--- config.mk ---
export PLATFORM = sky130hd
export DESIGN_NAME = sub4_serial
export DESIGN_NICKNAME = d
export VERILOG_FILES = /design/src/rtl/sub4_serial.sv
export SDC_FILE = /design/constraint.sdc
export NUM_CORES = 1
export LEC_CHECK = 0
export BUFFER_PORTS_ARGS = -buffer_cell sky130_fd_sc_hd__buf_2
export CAP_MARGIN = 20
export CORE_MARGIN = 4
export CORE_UTILIZATION = 47
export DETAILED_ROUTE_END_ITERATION = 10
export PLACE_DENSITY = 0.79
export SYNTH_ARGS = -nofsm -noshare
export SYNTH_HDL_FRONTEND = slang
export SYNTH_SLANG_ARGS = --single-unit
--- constraint.sdc ---
create_clock -name clk -period 1.2 [get_ports clk]
set_clock_uncertainty 0.1 [all_clocks]
set_input_delay 0.06 -clock clk [delete_from_list [all_inputs] [get_ports clk]]
set_output_delay 0.06 -clock clk [all_outputs]
set_load 0.005 [all_outputs]
--- src/rtl/sub4_serial.sv ---
// Bit-serial subtractor: one difference bit per clock, LSB first, result and
// borrow registered on completion. Optional signed-overflow flag via SUB4_SERIAL_OVF_EN.
module sub4_serial #(
   parameter int WIDTH = 4
) (
   input  logic             clk,
   input  logic             rst,
   input  logic             start,
   input  logic [WIDTH-1:0] A,
   input  logic [WIDTH-1:0] B,
   output logic [WIDTH-1:0] Diff,
   output logic             Borrow,
`ifdef SUB4_SERIAL_OVF_EN
   output logic             Ovf,
`endif
   output logic             busy,
   output logic             done
);

   // state | meaning
   // IDLE  | waiting for start; Diff/Borrow hold last result
   // RUN   | one bit per cycle, WIDTH cycles
   // DONE  | result just loaded; done pulses for this cycle
   localparam logic [1:0] IDLE = 2'd0;
   localparam logic [1:0] RUN  = 2'd1;
   localparam logic [1:0] DONE = 2'd2;

   localparam int CW = (WIDTH > 1) ? $clog2(WIDTH) : 1;
   localparam logic [CW-1:0] LAST = CW'(WIDTH - 1);

   logic [1:0]       state;
   logic [WIDTH-1:0] a_sh;
   logic [WIDTH-1:0] b_sh;
   logic [WIDTH-1:0] res_sh;
   logic [CW-1:0]    cnt;
   logic             br;
   logic             d_bit;
   logic             br_next;

   assign d_bit   = a_sh[0] ^ b_sh[0] ^ br;
   assign br_next = (~a_sh[0] & b_sh[0]) | (~(a_sh[0] ^ b_sh[0]) & br);

   assign busy = (state == RUN);
   assign done = (state == DONE);

   always_ff @(posedge clk) begin
      if (rst) begin
         state  <= IDLE;
         a_sh   <= '0;
         b_sh   <= '0;
         res_sh <= '0;
         cnt    <= '0;
         br     <= 1'b0;
         Diff   <= '0;
         Borrow <= 1'b0;
`ifdef SUB4_SERIAL_OVF_EN
         Ovf    <= 1'b0;
`endif
      end else begin
         case (state)
            IDLE: begin
               if (start) begin
                  a_sh  <= A;
                  b_sh  <= B;
                  cnt   <= '0;
                  br    <= 1'b0;
                  state <= RUN;
               end
            end
            RUN: begin
               a_sh   <= a_sh >> 1;
               b_sh   <= b_sh >> 1;
               res_sh <= {d_bit, res_sh[WIDTH-1:1]};
               br     <= br_next;
               if (cnt == LAST) begin
                  cnt    <= '0;
                  Diff   <= {d_bit, res_sh[WIDTH-1:1]};
                  Borrow <= br_next;
`ifdef SUB4_SERIAL_OVF_EN
                  // on the last bit the operand LSBs are the original sign bits
                  Ovf    <= (a_sh[0] ^ b_sh[0]) & (d_bit ^ a_sh[0]);
`endif
                  state  <= DONE;
               end else begin
                  cnt <= cnt + 1'b1;
               end
            end
            DONE:    state <= IDLE;
            default: state <= IDLE;
         endcase
      end
   end

endmodule

Word level (Yosys, flattened, before mapping). Index checks and enable logic that the tools add are counted. W data, S select, Z words.

Register bits after elaboration: 22. Bits in latches: 0. Bits in writable memories: 0. Bits in read-only memories: 0. Output and inout bits: 7. Memories: 0.

Add/sub/neg operators: 1. $mul: 0. Div/mod/pow operators: 0. Order comparisons: 0. Equality and inequality tests: 5. Shifts and indexed selects: 0. Mux-type cells: 12. Bitwise operators: 7. Reductions and logical operators: 5.

Operators by type and width (count): $pmux W4 S2 (2); $mux W2 (4); $mux W4 (2); $pmux W2 S2 (2); $reduce_and A2 Y1 (3); $eq A2 B2 Y1 const B (2); $add A2 B1 Y2 const B (1); $and A1 B1 Y1 (2); $eq A2 B1 Y1 const B (1); $logic_not A2 Y1 (1); $ne A2 B1 Y1 const B (1); $ne A2 B2 Y1 const B (1); $not A1 Y1 (2); $pmux W1 S2 (1); $reduce_bool A2 Y1 (1); $xor A1 B1 Y1 (2); $mux W1 (1); $or A1 B1 Y1 (1).

Longest topological paths before layout. Gate-level depths: netlist (run 1).

Depth after elaboration: 5. Mapped depth: 5. Mapped depth without buffers: 5.

Worst setup path after synthesis (run 1). OpenSTA, ideal clock, no wires.

Kind: register to register. Start: register b_sh[0]. End: register res_sh[3]. Library setup time: 0.128 ns. Arrival time: 0.982 ns. Path slack: -0.010 ns. Cell stages (with the launch flop): 5. Path buffers: 0. Period minus slack after synthesis: 1.210 ns. Path through: dfxtp_1 inv_1 fa_1 mux2i_1 nor2_1.

Longest elaborated chain between the ends: 2.

RTL lines: from (decl) (line 33) `logic [WIDTH-1:0] b_sh;`; from (signal assigned) (line 72) `b_sh <= b_sh >> 1;`; $xor A1 B1 Y1 (2 in a row) (line 40) `assign d_bit = a_sh[0] ^ b_sh[0] ^ br;`; via d_bit (line 37) `logic d_bit;`; to (signal assigned) (line 73) `res_sh <= {d_bit, res_sh[WIDTH-1:1]};`; to (decl) (line 34) `logic [WIDTH-1:0] res_sh;`.

The timed path passes the listed nets, and every way through them passes these cells. A chain may end at the register's enable or synchronous reset.

Worst setup path after layout (run 1).
Start: register state[0]. End: output port busy.

Longest elaborated chain between the ends: 1.

RTL lines: from (decl) (line 31) `logic [1:0] state;`; from (signal assigned) (line 48) `state <= IDLE;`; from (signal assigned) (line 67) `state <= RUN;`; from (signal assigned) (line 83) `state <= DONE;`; $eq A2 B1 Y1 (line 43) `assign busy = (state == RUN);`; to (decl) (line 16) `output logic busy,`.

Every way passes these cells.

==> summary.md, run 1 <==
| Metric | Value |
|---|---|
| Synth top cells by count | `dfxtp_1, nor2_1, mux2i_1, a211oi_2, a22oi_1` |
| Maximum VDD drop | `800 uV` |
| Pwr Density | `1060 nW/um^2` |
| Clk buf depth | `2` |
| HPWL after detailed placement | `1300 um` |
| # nets final | `136` |
| Max Used Layer | `met4` |
| Crit path largest cell delay | `0.39 ns` |
| Remaining DRCs | `0` |
| Skew-Pair Late Insertion Delay | `0.30 ns` |
| Synth top area share | `45.3%` |
| Status | `finished with violations` |
| Cell Area, Synth | `927 um^2` |
| Crit. End Element | `primary output` |
| Initial antenna violation count | `0` |
| Yosys top cell by area | `dfxtp_1` |
| CP delay by family, top | `flip-flops` |
| Root Driver | `clkbuf_4` |
| Final Hold Viols | `0` |
| Die area | `2750 um^2` |
| Fmax | `791 MHz` |
| Crit path max fanout | `10` |
| Htree depth | `1` |
| Top Ports | `18` |
| Area growth syn-to-layout | `37.0%` |
| Routed vias | `between 700 and 800` |
| Avg Inst Size Synth | `slightly above 10 um^2` |
| Worst hold path class | `in -> reg` |
| DRT Wirelength | `2140 um` |
| Distinct cells, synth | `23` |
| Top cells by area, synth | `dfxtp_1, mux2i_1, a211oi_2` |
| Post-DRT Antenna Nets | `0` |
| FP Rows | `15` |
| First-pass GRT wire length | `3320 um` |
| RSZ-0062 raised after global routing | `yes` |
| Startpoint Class | `register` |
| WL/cell | `14.5 um` |
| Failing checks | `setup timing` |
| Initial core utilization | `51.5%` |
| Share of cells above drive strength 1 | `54.1%` |
| Max-cap check violation count | `0` |
| Die Wd | `52.4 um` |
| DR vias/cell | `5.25` |
| Non-Filler Instances | `roughly 150` |
| Fin. max-slew vios | `0` |
| Total CTS buffers | `3` |
| Setup WS post-layout | `-0.0644 ns` |
| Pre-CTS setup slack | `-0.131 ns` |
| Share of flip-flops with an asynchronous set or reset | `0%` |
| Worst slew pin tran | `roughly 0.45 ns` |
| Metal1 wirelength | `approximately 930 um` |
| CP max-delay cell | `dfxtp_4` |
| Die H | `between 50 and 60 um` |
| CP Cell Sequence | `nor2b_4 > buf_12 > buf_6` |
| Post-synth top flop | `dfxtp_1` |
| CP Class | `reg -> out` |
| Syn Nets | `103` |
| Core Util, Final | `70.5%` |
| Critical path buffer and inverter count | `2` |
| Core Region | `1800 um^2` |
| Post-route clock period utilization | `105%` |
| Most common cell in the netlist | `dfxtp_1` |
| Clk pin slew, worst setup/hold paths | `0.12 ns` |
| Met3 Routed Length | `65 um` |
| Number of synthesized flops with an enable pin | `0` |
| #FFs+latches synth | `21` |
| Final min period | `1.26 ns` |
| Vias in the first global route | `~750` |
| Register area share after synthesis | `45.3%` |
| GRT overflow | `0` |
| ANT cells | `0` |
| Cells after DPL | `134` |
| Post-route setup TNS | `-0.156 ns` |
| Leakage | `roughly 0.55 nW` |
| CTS tree | `done` |
| Hold slack | `just under 0.03 ns` |
| Final setup vio count | `3` |
| WL met2 | `1080 um` |
| Worst Path Required | `1.04 ns` |
| Slew HR | `approximately 70%` |
| Largest net degree at the start of global routing | `22` |
| GRT Total Usage | `16.7%` |
| CP arrival | `1.10 ns` |
| Post-Synthesis Cells | `90` |
| Port bufs | `17` |
| DRT iter0 DRCs | `11` |
| Routability cong. | `0.724` |
| 1st-pass router iterations | `4` |
| YS warnings | `0` |
| CTS sink cnt | `21` |
worst paths after layout:
path	start	endpoint	slack, ns	cells after the start
hold reg to reg	Diff[0]	Diff[0]	0.37	2
hold / removal	B[0]	b_sh[0]	0.03	3
setup / recovery	state[0]	busy	-0.06	3
setup reg to reg	br	Diff[3]	-0.05	4
metrics by stage:
stage	cell area [um^2]	total power [mW]
floorplan	928	0.907
global placement	1060	0.955
detailed placement	1060	0.967
CTS	1170	1.31
global route	1270	1.41
finish	1270	1.35
where the power goes:
part           switching, mW  internal (mW)  leakage (nW)
combinational          0.121          0.142         0.357
sequential            0.0273          0.729         0.175
clock                  0.198          0.129        0.0150
layout by cell type (no fill, tap or decap), drive strengths merged:
cell type / n
nand3b: 1
clkbuf: 4
nand2: 4
nor2: 17
o21bai: 1
nor2b: 2
nor3: 1
nor3b: 1
dlygate4sd3: 3
inv: 4
nand3: 4
a211oi: 6
fa: 1
mux2i: 11
ha: 1
buf: 29
dfxtp: 21
a21oi: 4
o21ba: 2
a22oi: 5
cell families after synthesis:
logic type,share of synthesized area [%]
adders and majority gates,3.51
AOI/OAI and AO/OA,16.9
and+or+nand+nor,15.9
DFF,45.3
muxes,11.9
buffers and inverters,6.48
area by class of cell:
class | instances | area (um^2)
Clock buffer | 4 | 26.3
Inverter | 4 | 15.0
Tap cell | 25 | 31.3
Timing Repair Buffer | 32 | 235
Fill cell | 142 | 532
Sequential cell | 21 | 433
Multi-Input combinational cell | 61 | 529
metal layers:
layer,up-vias,GRT usage [%]
met1,370,19.5
met2,16,26.9
met4,0,11.1
met5,-,0
met3,8,3.70
li1,378,-
sequential cells by signal, summed over array words and instances (netlist names):
name / flops
Borrow: 1
Diff: 4
a_sh: 4
b_sh: 4
br: 1
cnt: 2
res_sh: 3
state: 2
what timing repair did:
item                                    in CTS  in global routing
resized for setup                            9                 19
endpoints found under the setup margin      19                 17
hold buffers                                 3                  0
pin swaps                                    3                  3
gates cloned                                 1                  0
setup buffers                                1                  4
hold endpoints to repair                     3                  0
worst reg2reg max path, delay by kind of cell (launching register included):
family / cells / cell delay, ns
and+or+nand+nor: 1 / 0.06
DFF: 1 / 0.35
buffers and inverters: 1 / 0.04
adders and majority gates: 1 / 0.54
AOI/OAI and AO/OA: 1 / 0.12
Power figures use the tool's default switching activity.
==> run 2, diff against run 1 <==
--- a/config.mk
+++ b/config.mk
@@ -11,6 +11,7 @@
 export CORE_UTILIZATION = 47
 export DETAILED_ROUTE_END_ITERATION = 10
 export PLACE_DENSITY = 0.79
+export SKIP_LAST_GASP = 1
 export SYNTH_ARGS = -nofsm -noshare
 export SYNTH_HDL_FRONTEND = slang
 export SYNTH_SLANG_ARGS = --single-unit
==> run 2 against run 1 <==
The flow still finishes with violations (setup timing). Register-to-register slack got worse by 0.02 ns. Critical path depth rose by 2. Sequential share of layout area up 0.20 points. Critical endpoint is now cnt[1]. Largest cell class unchanged.
==> summary.md, run 2 (synthesis gave the netlist of run 1 again) <==
| Metric | Value |
|---|---|
| Status | `finished with violations` |
| Failing checks | `setup timing` |
| Core Util, Final | `70.1% (-0.42 points)` |
| Pwr Density | `1060 nW/um^2 (+0.22%)` |
| Area growth syn-to-layout | `36.2%` |
| Worst hold path class | `in -> reg` |
| FP Rows | `15 (unchanged)` |
| Core Region | `1800 um^2 (unchanged)` |
| Worst slew pin tran | `0.441 ns (-0.0112 ns)` |
| Largest net degree at the start of global routing | `22 (unchanged)` |
| Max-cap check violation count | `0 (unchanged)` |
| Largest registers | `Diff (4), a_sh (4), b_sh (4)` |
| ANT cells | `0 (unchanged)` |
| Final setup vio count | `7 (+4)` |
| Crit path max fanout | `5 (-5)` |
| Routed vias | `789 (+2.2%)` |
| Skew-Pair Late Insertion Delay | `0.30 ns (about the same)` |
| Startpoint Class | `register` |
| Total CTS buffers | `3 (unchanged)` |
| HPWL after detailed placement | `1300 um (unchanged)` |
| Final Hold Viols | `0 (unchanged)` |
| CP max-delay cell | `dfxtp_4` |
| WL/cell | `14.4 um (-0.68%)` |
| Clk pin slew, worst setup/hold paths | `0.11 ns (about the same)` |
| Die area | `2750 um^2 (unchanged)` |
| Root Driver | `clkbuf_4` |
| Vias in the first global route | `743 (-1.2%)` |
| CP arrival | `1.36 ns (+0.26 ns)` |
| Multi-input gate area | `507 um^2 (-4.3%)` |
| First-pass GRT wire length | `3260 um (-1.7%)` |
| Setup WS post-layout | `-0.0715 ns (-0.00708 ns)` |
| Die Wd | `52.4 um (unchanged)` |
| Clk buf depth | `2 (unchanged)` |
| Share of cells above drive strength 1 | `50.4% (-3.7 points)` |
| Leakage | `0.553 nW (+1.2%)` |
| RSZ-0062 raised after global routing | `yes` |
| CP Class | `reg -> reg` |
| Worst Path Required | `1.29 ns (+0.25 ns)` |
| Initial antenna violation count | `0 (unchanged)` |
| Hold slack | `0.0287 ns (-0.000341 ns)` |
| Remaining DRCs | `0 (unchanged)` |
| DRT Wirelength | `2140 um (unchanged)` |
| Most frequent cells in the layout | `buf_2, dfxtp_1, nor2_1` |
| Die H | `52.4 um (unchanged)` |
| Slew HR | `70.6% (+0.75 points)` |
| Crit. End Element | `register` |
| CTS sink cnt | `21 (unchanged)` |
| GRT Total Usage | `16.4% (-0.24 points)` |
| Final min period | `1.27 ns (+0.00708 ns)` |
| Fin. max-slew vios | `0 (unchanged)` |
| DRT iter0 DRCs | `7 (-4)` |
| CTS tree | `done` |
| Routability cong. | `0.724 (unchanged)` |
| Register Area | `433 um^2 (unchanged)` |
| DR vias/cell | `5.33 (+1.5%)` |
| Crit path largest cell delay | `0.38 ns (about the same)` |
| Post-route clock period utilization | `106% (+0.59 points)` |
| CP Cell Sequence | `nor2b_4 > buf_4 > clkbuf_16 > a22oi_1 > nor2_1` |
| Top Ports | `18 (unchanged)` |
| GRT overflow | `0 (unchanged)` |
| 1st-pass router iterations | `4 (unchanged)` |
| Initial core utilization | `51.5% (unchanged)` |
| Post-DRT Antenna Nets | `0 (unchanged)` |
| Htree depth | `1 (unchanged)` |
| Port bufs | `17 (unchanged)` |
| Most common cell after layout, fill and taps aside | `buf_2` |
| Maximum VDD drop | `770 uV (-3.8%)` |
| # nets final | `137 (+0.74%)` |
| Fill cells | `140 (-1.4%)` |
| Fmax | `786 MHz (-0.56%)` |
==> run 2: report_power, final <==
group | leakage, nW | internal, mW | switching (mW)
clock network | 0.0150 | 0.130 | 0.199
registers | 0.175 | 0.729 | 0.0267
logic | 0.363 | 0.141 | 0.117
==> run 2: critical path, delay by kind of cell (launching register included) <==
family	cells	cell delay, ns
AOI/OAI and AO/OA	1	0.20
buffers and inverters	2	0.28
DFF	1	0.38
and+or+nand+nor	2	0.21
==> run 2: layer usage <==
metal / up-vias / share of wire, % / global-route usage (%)
li1: 377 / - / -
met1: 382 / 42 / 19.0
met2: 22 / 51 / 26.7
met3: 8 / 3.7 / 3.70
met4: 0 / 2.9 / 11.1
met5: - / 0 / 0
==> run 2: worst paths after layout <==
path             from  endpoint  slack (ns)  cells past startpoint
max          state[0]    cnt[1]       -0.07                      5
min              B[1]   b_sh[1]        0.03                      3
max reg2reg  state[0]    cnt[1]       -0.07                      5
min reg2reg   Diff[0]   Diff[0]        0.37                      2
==> run 2: through the flow <==
step           setup TNS (ns)  instances  total power [mW]  area (um^2)  setup WS (ns)
2_1_floorplan               0         90             0.907          928        0.00277
3_3_place_gp          -0.0977        134             0.955         1060        -0.0268
3_5_place_dp           -0.537        134             0.967         1060         -0.131
4_1_cts                -0.263        143              1.30         1160        -0.0866
5_1_grt                -0.964        148              1.40         1260         -0.150
6_report               -0.355        148              1.34         1260        -0.0715
==> run 2: repair_timing <==
item	CTS	global route
gates cloned	1	1
endpoints found under the hold margin	3	0
gates resized for setup	7	13
pin swaps	3	2
hold buffers	3	0
buffers inserted	1	4
setup endpoints to repair	19	18
==> run 2: final cells by class <==
| type | count | area share, % |
|---|---|---|
| tap | 25 | 2.48 |
| clock buffer | 4 | 2.08 |
| timing repair buffer | 33 | 19.8 |
| inverter | 4 | 1.19 |
| sequential | 21 | 34.3 |
| multi-input combinational | 61 | 40.1 |
==> run 3, diff against run 2 <==
--- a/config.mk
+++ b/config.mk
@@ -8,9 +8,11 @@
 export BUFFER_PORTS_ARGS = -buffer_cell sky130_fd_sc_hd__buf_2
 export CAP_MARGIN = 20
 export CORE_MARGIN = 4
-export CORE_UTILIZATION = 47
+export CORE_UTILIZATION = 50
+export CTS_BUF_LIST = sky130_fd_sc_hd__clkbuf_8
 export DETAILED_ROUTE_END_ITERATION = 10
-export PLACE_DENSITY = 0.79
+export GPL_TIMING_DRIVEN = 0
+export PLACE_DENSITY = 0.83
 export SKIP_LAST_GASP = 1
 export SYNTH_ARGS = -nofsm -noshare
 export SYNTH_HDL_FRONTEND = slang
==> run 3 against run 2 <==
The run still ends with setup timing left. Hold slack better by 0.028 ns. Total power up 8.3%. Final cell count shrank 2.0%. Clock power up 42%. Flip-flop and latch count is the same. Largest power group unchanged.
==> summary.md, run 3 (synthesis gave the netlist of run 1 again) <==
| Metric | Value |
|---|---|
| # nets final | `134 (-2.2%)` |
| Top Ports | `18 (unchanged)` |
| Worst hold path class | `in -> reg` |
| Slew HR | `59.0% (-12 points)` |
| Fin. max-slew vios | `0 (unchanged)` |
| Startpoint Class | `register` |
| R2R Path Start | `b_sh[0]` |
| Setup WS post-layout | `-0.143 ns (-0.0710 ns)` |
| RSZ-0062 raised after global routing | `yes` |
| Root Driver | `clkbuf_8` |
| Seq pwr share | `52.2% (-4.1 points)` |
| Combinational power share | `15.6% (-3.6 points)` |
| R2R Setup Slk | `-0.14 ns (-0.07 ns)` |
| Core Region | `1750 um^2 (-3.1%)` |
| Worst Path Required | `1.23 ns (-0.06 ns)` |
| Pwr Density | `1190 nW/um^2 (+12%)` |
| Worst slew pin tran | `0.615 ns (+0.174 ns)` |
| Htree depth | `1 (unchanged)` |
| Clk buf depth | `2 (unchanged)` |
| Routed vias | `773 (-2.0%)` |
| Fill cells | `126 (-10%)` |
| CP arrival | `1.38 ns (+0.02 ns)` |
| Largest net degree at the start of global routing | `13 (-41%)` |
| Share of cells above drive strength 1 | `46.7% (-3.7 points)` |
| Skew-Pair Late Insertion Delay | `0.26 ns (-0.04 ns)` |
| Max-cap check violation count | `0 (unchanged)` |
| Die H | `51.1 um (-2.6%)` |
| Maximum VDD drop | `941 uV (+22%)` |
| Initial core utilization | `53.1% (+1.7 points)` |
| Clk pin slew, worst setup/hold paths | `0.08 ns (-0.03 ns)` |
| Reg-to-reg endpoint | `res_sh[3]` |
| Core Util, Final | `69.8% (-0.25 points)` |
| Leakage | `0.542 nW (-1.9%)` |
| Fmax | `745 MHz (-5.3%)` |
| Final setup vio count | `3 (-4)` |
| GRT Total Usage | `17.8% (+1.4 points)` |
| ANT cells | `0 (unchanged)` |
| Register Area | `429 um^2 (-0.87%)` |
| HPWL after detailed placement | `1250 um (-3.8%)` |
| DRT Wirelength | `2120 um (-0.61%)` |
| Status | `finished with violations` |
| Die Wd | `51.1 um (-2.6%)` |
| Post-route cell area | `1220 um^2 (-3.5%)` |
| Initial antenna violation count | `0 (unchanged)` |
| Most common cell after layout, fill and taps aside | `buf_2` |
| DR vias/cell | `5.33 (about the same)` |
| FP Rows | `15 (unchanged)` |
| Internal cell power | `1.08 mW (+8.1%)` |
| Post-DRT Antenna Nets | `0 (unchanged)` |
| Port bufs | `17 (unchanged)` |
| Switch Pwr | `373 uW (+8.9%)` |
| Multi-input gate area | `484 um^2 (-4.4%)` |
| Total CTS buffers | `3 (unchanged)` |
| Sw Share | `25.7% (+0.15 points)` |
| Clock power frac | `32.2% (+7.7 points)` |
| Area growth syn-to-layout | `31.4%` |
| First-pass GRT wire length | `3460 um (+6.1%)` |
| CP Class | `reg -> reg` |
| Placed Instance Area | `1040 um^2 (-1.9%)` |
| Setup crit end | `res_sh[3]` |
| DRT iter0 DRCs | `11 (+4)` |
| Crit. End Element | `register` |
| Final Hold Viols | `0 (unchanged)` |
| Routability cong. | `0.752 (+3.9%)` |
| 1st-pass router iterations | `4 (unchanged)` |
| GRT overflow | `0 (unchanged)` |
| Final min period | `1.34 ns (+0.0710 ns)` |
| Vias in the first global route | `782 (+5.2%)` |
| Largest registers | `Diff (4), a_sh (4), b_sh (4)` |
| WL/cell | `14.6 um (+1.4%)` |
| Failing checks | `setup timing` |
| Most frequent cells in the layout | `buf_2, dfxtp_1, nor2_1` |
| R2R cell count | `4 (-1)` |
| CTS sink cnt | `21 (unchanged)` |
| CTS tree | `done` |
| Remaining DRCs | `0 (unchanged)` |
| Beginning of the critical path | `b_sh[0]` |
| Die area | `2610 um^2 (-5.1%)` |
| Post-route clock period utilization | `112% (+5.9 points)` |
| Crit path max fanout | `2 (-3)` |
run 3: cell type report:
class	count	share of cell area, %
multi-input cells	60	39.7
repair buffers	26	13.4
plain buffers	5	4.00
clock inverters	1	0.411
inverters	4	1.23
flip-flops and latches	21	35.2
well taps	25	2.57
clock buffers	3	3.39
run 3: how the worst min path moves through the flow:
stage                      from        to  slack (ns)  cells past startpoint
after global placement      rst   b_sh[0]        0.16                      2
after global routing      start  state[0]        0.05                      3
after CTS                 start  state[0]        0.04                      3
after floorplan             rst   b_sh[0]        0.02                      1
after detailed placement    rst   b_sh[0]        0.16                      2
final                     start  state[0]        0.06                      3
run 3: timing repair:
action / in CTS / in global routing
setup buffers: 2 / 3
resized for setup: 10 / 6
endpoints found under the hold margin: 3 / 0
pin swaps: 2 / 4
hold buffers: 3 / 0
endpoints found under the setup margin: 10 / 16
gates cloned: 1 / 0
run 3: stage by stage:
step	hold slack, ns	cells	power (mW)	setup WS, ns	setup TNS (ns)
finish	0.0564	145	1.45	-0.143	-0.262
global route	0.0527	145	1.51	-0.184	-0.721
CTS	0.0370	142	1.43	-0.140	-0.238
detailed placement	0.159	132	0.957	-0.114	-0.587
global placement	0.155	132	0.948	-0.109	-0.391
floorplan	0.0246	90	0.907	0.00277	0
run 3: per-layer routing:
metal / GRT usage, % / wire, um / vias to the layer above
li1: - / - / 370
met1: 21.1 / 921 / 370
met2: 28.5 / 1040 / 25
met3: 2.92 / 78 / 8
met4: 13.9 / 84 / 0
met5: 0 / 0 / -
run 3: critical path, cell delays in order, from the launching register on:
cell	delay [ns]
dfxtp_2	0.33
inv_1	0.07
fa_2	0.44
mux2i_1	0.19
nor2_1	0.08
run 3: power by group through the flow:
stage	Sequential (mW)	Clock, mW	Combinational [mW]
6_report	0.758	0.468	0.227
5_1_grt	0.763	0.504	0.247
4_1_cts	0.756	0.458	0.217
3_5_place_dp	0.768	0	0.189
3_3_place_gp	0.767	0	0.181
2_1_floorplan	0.764	0	0.143
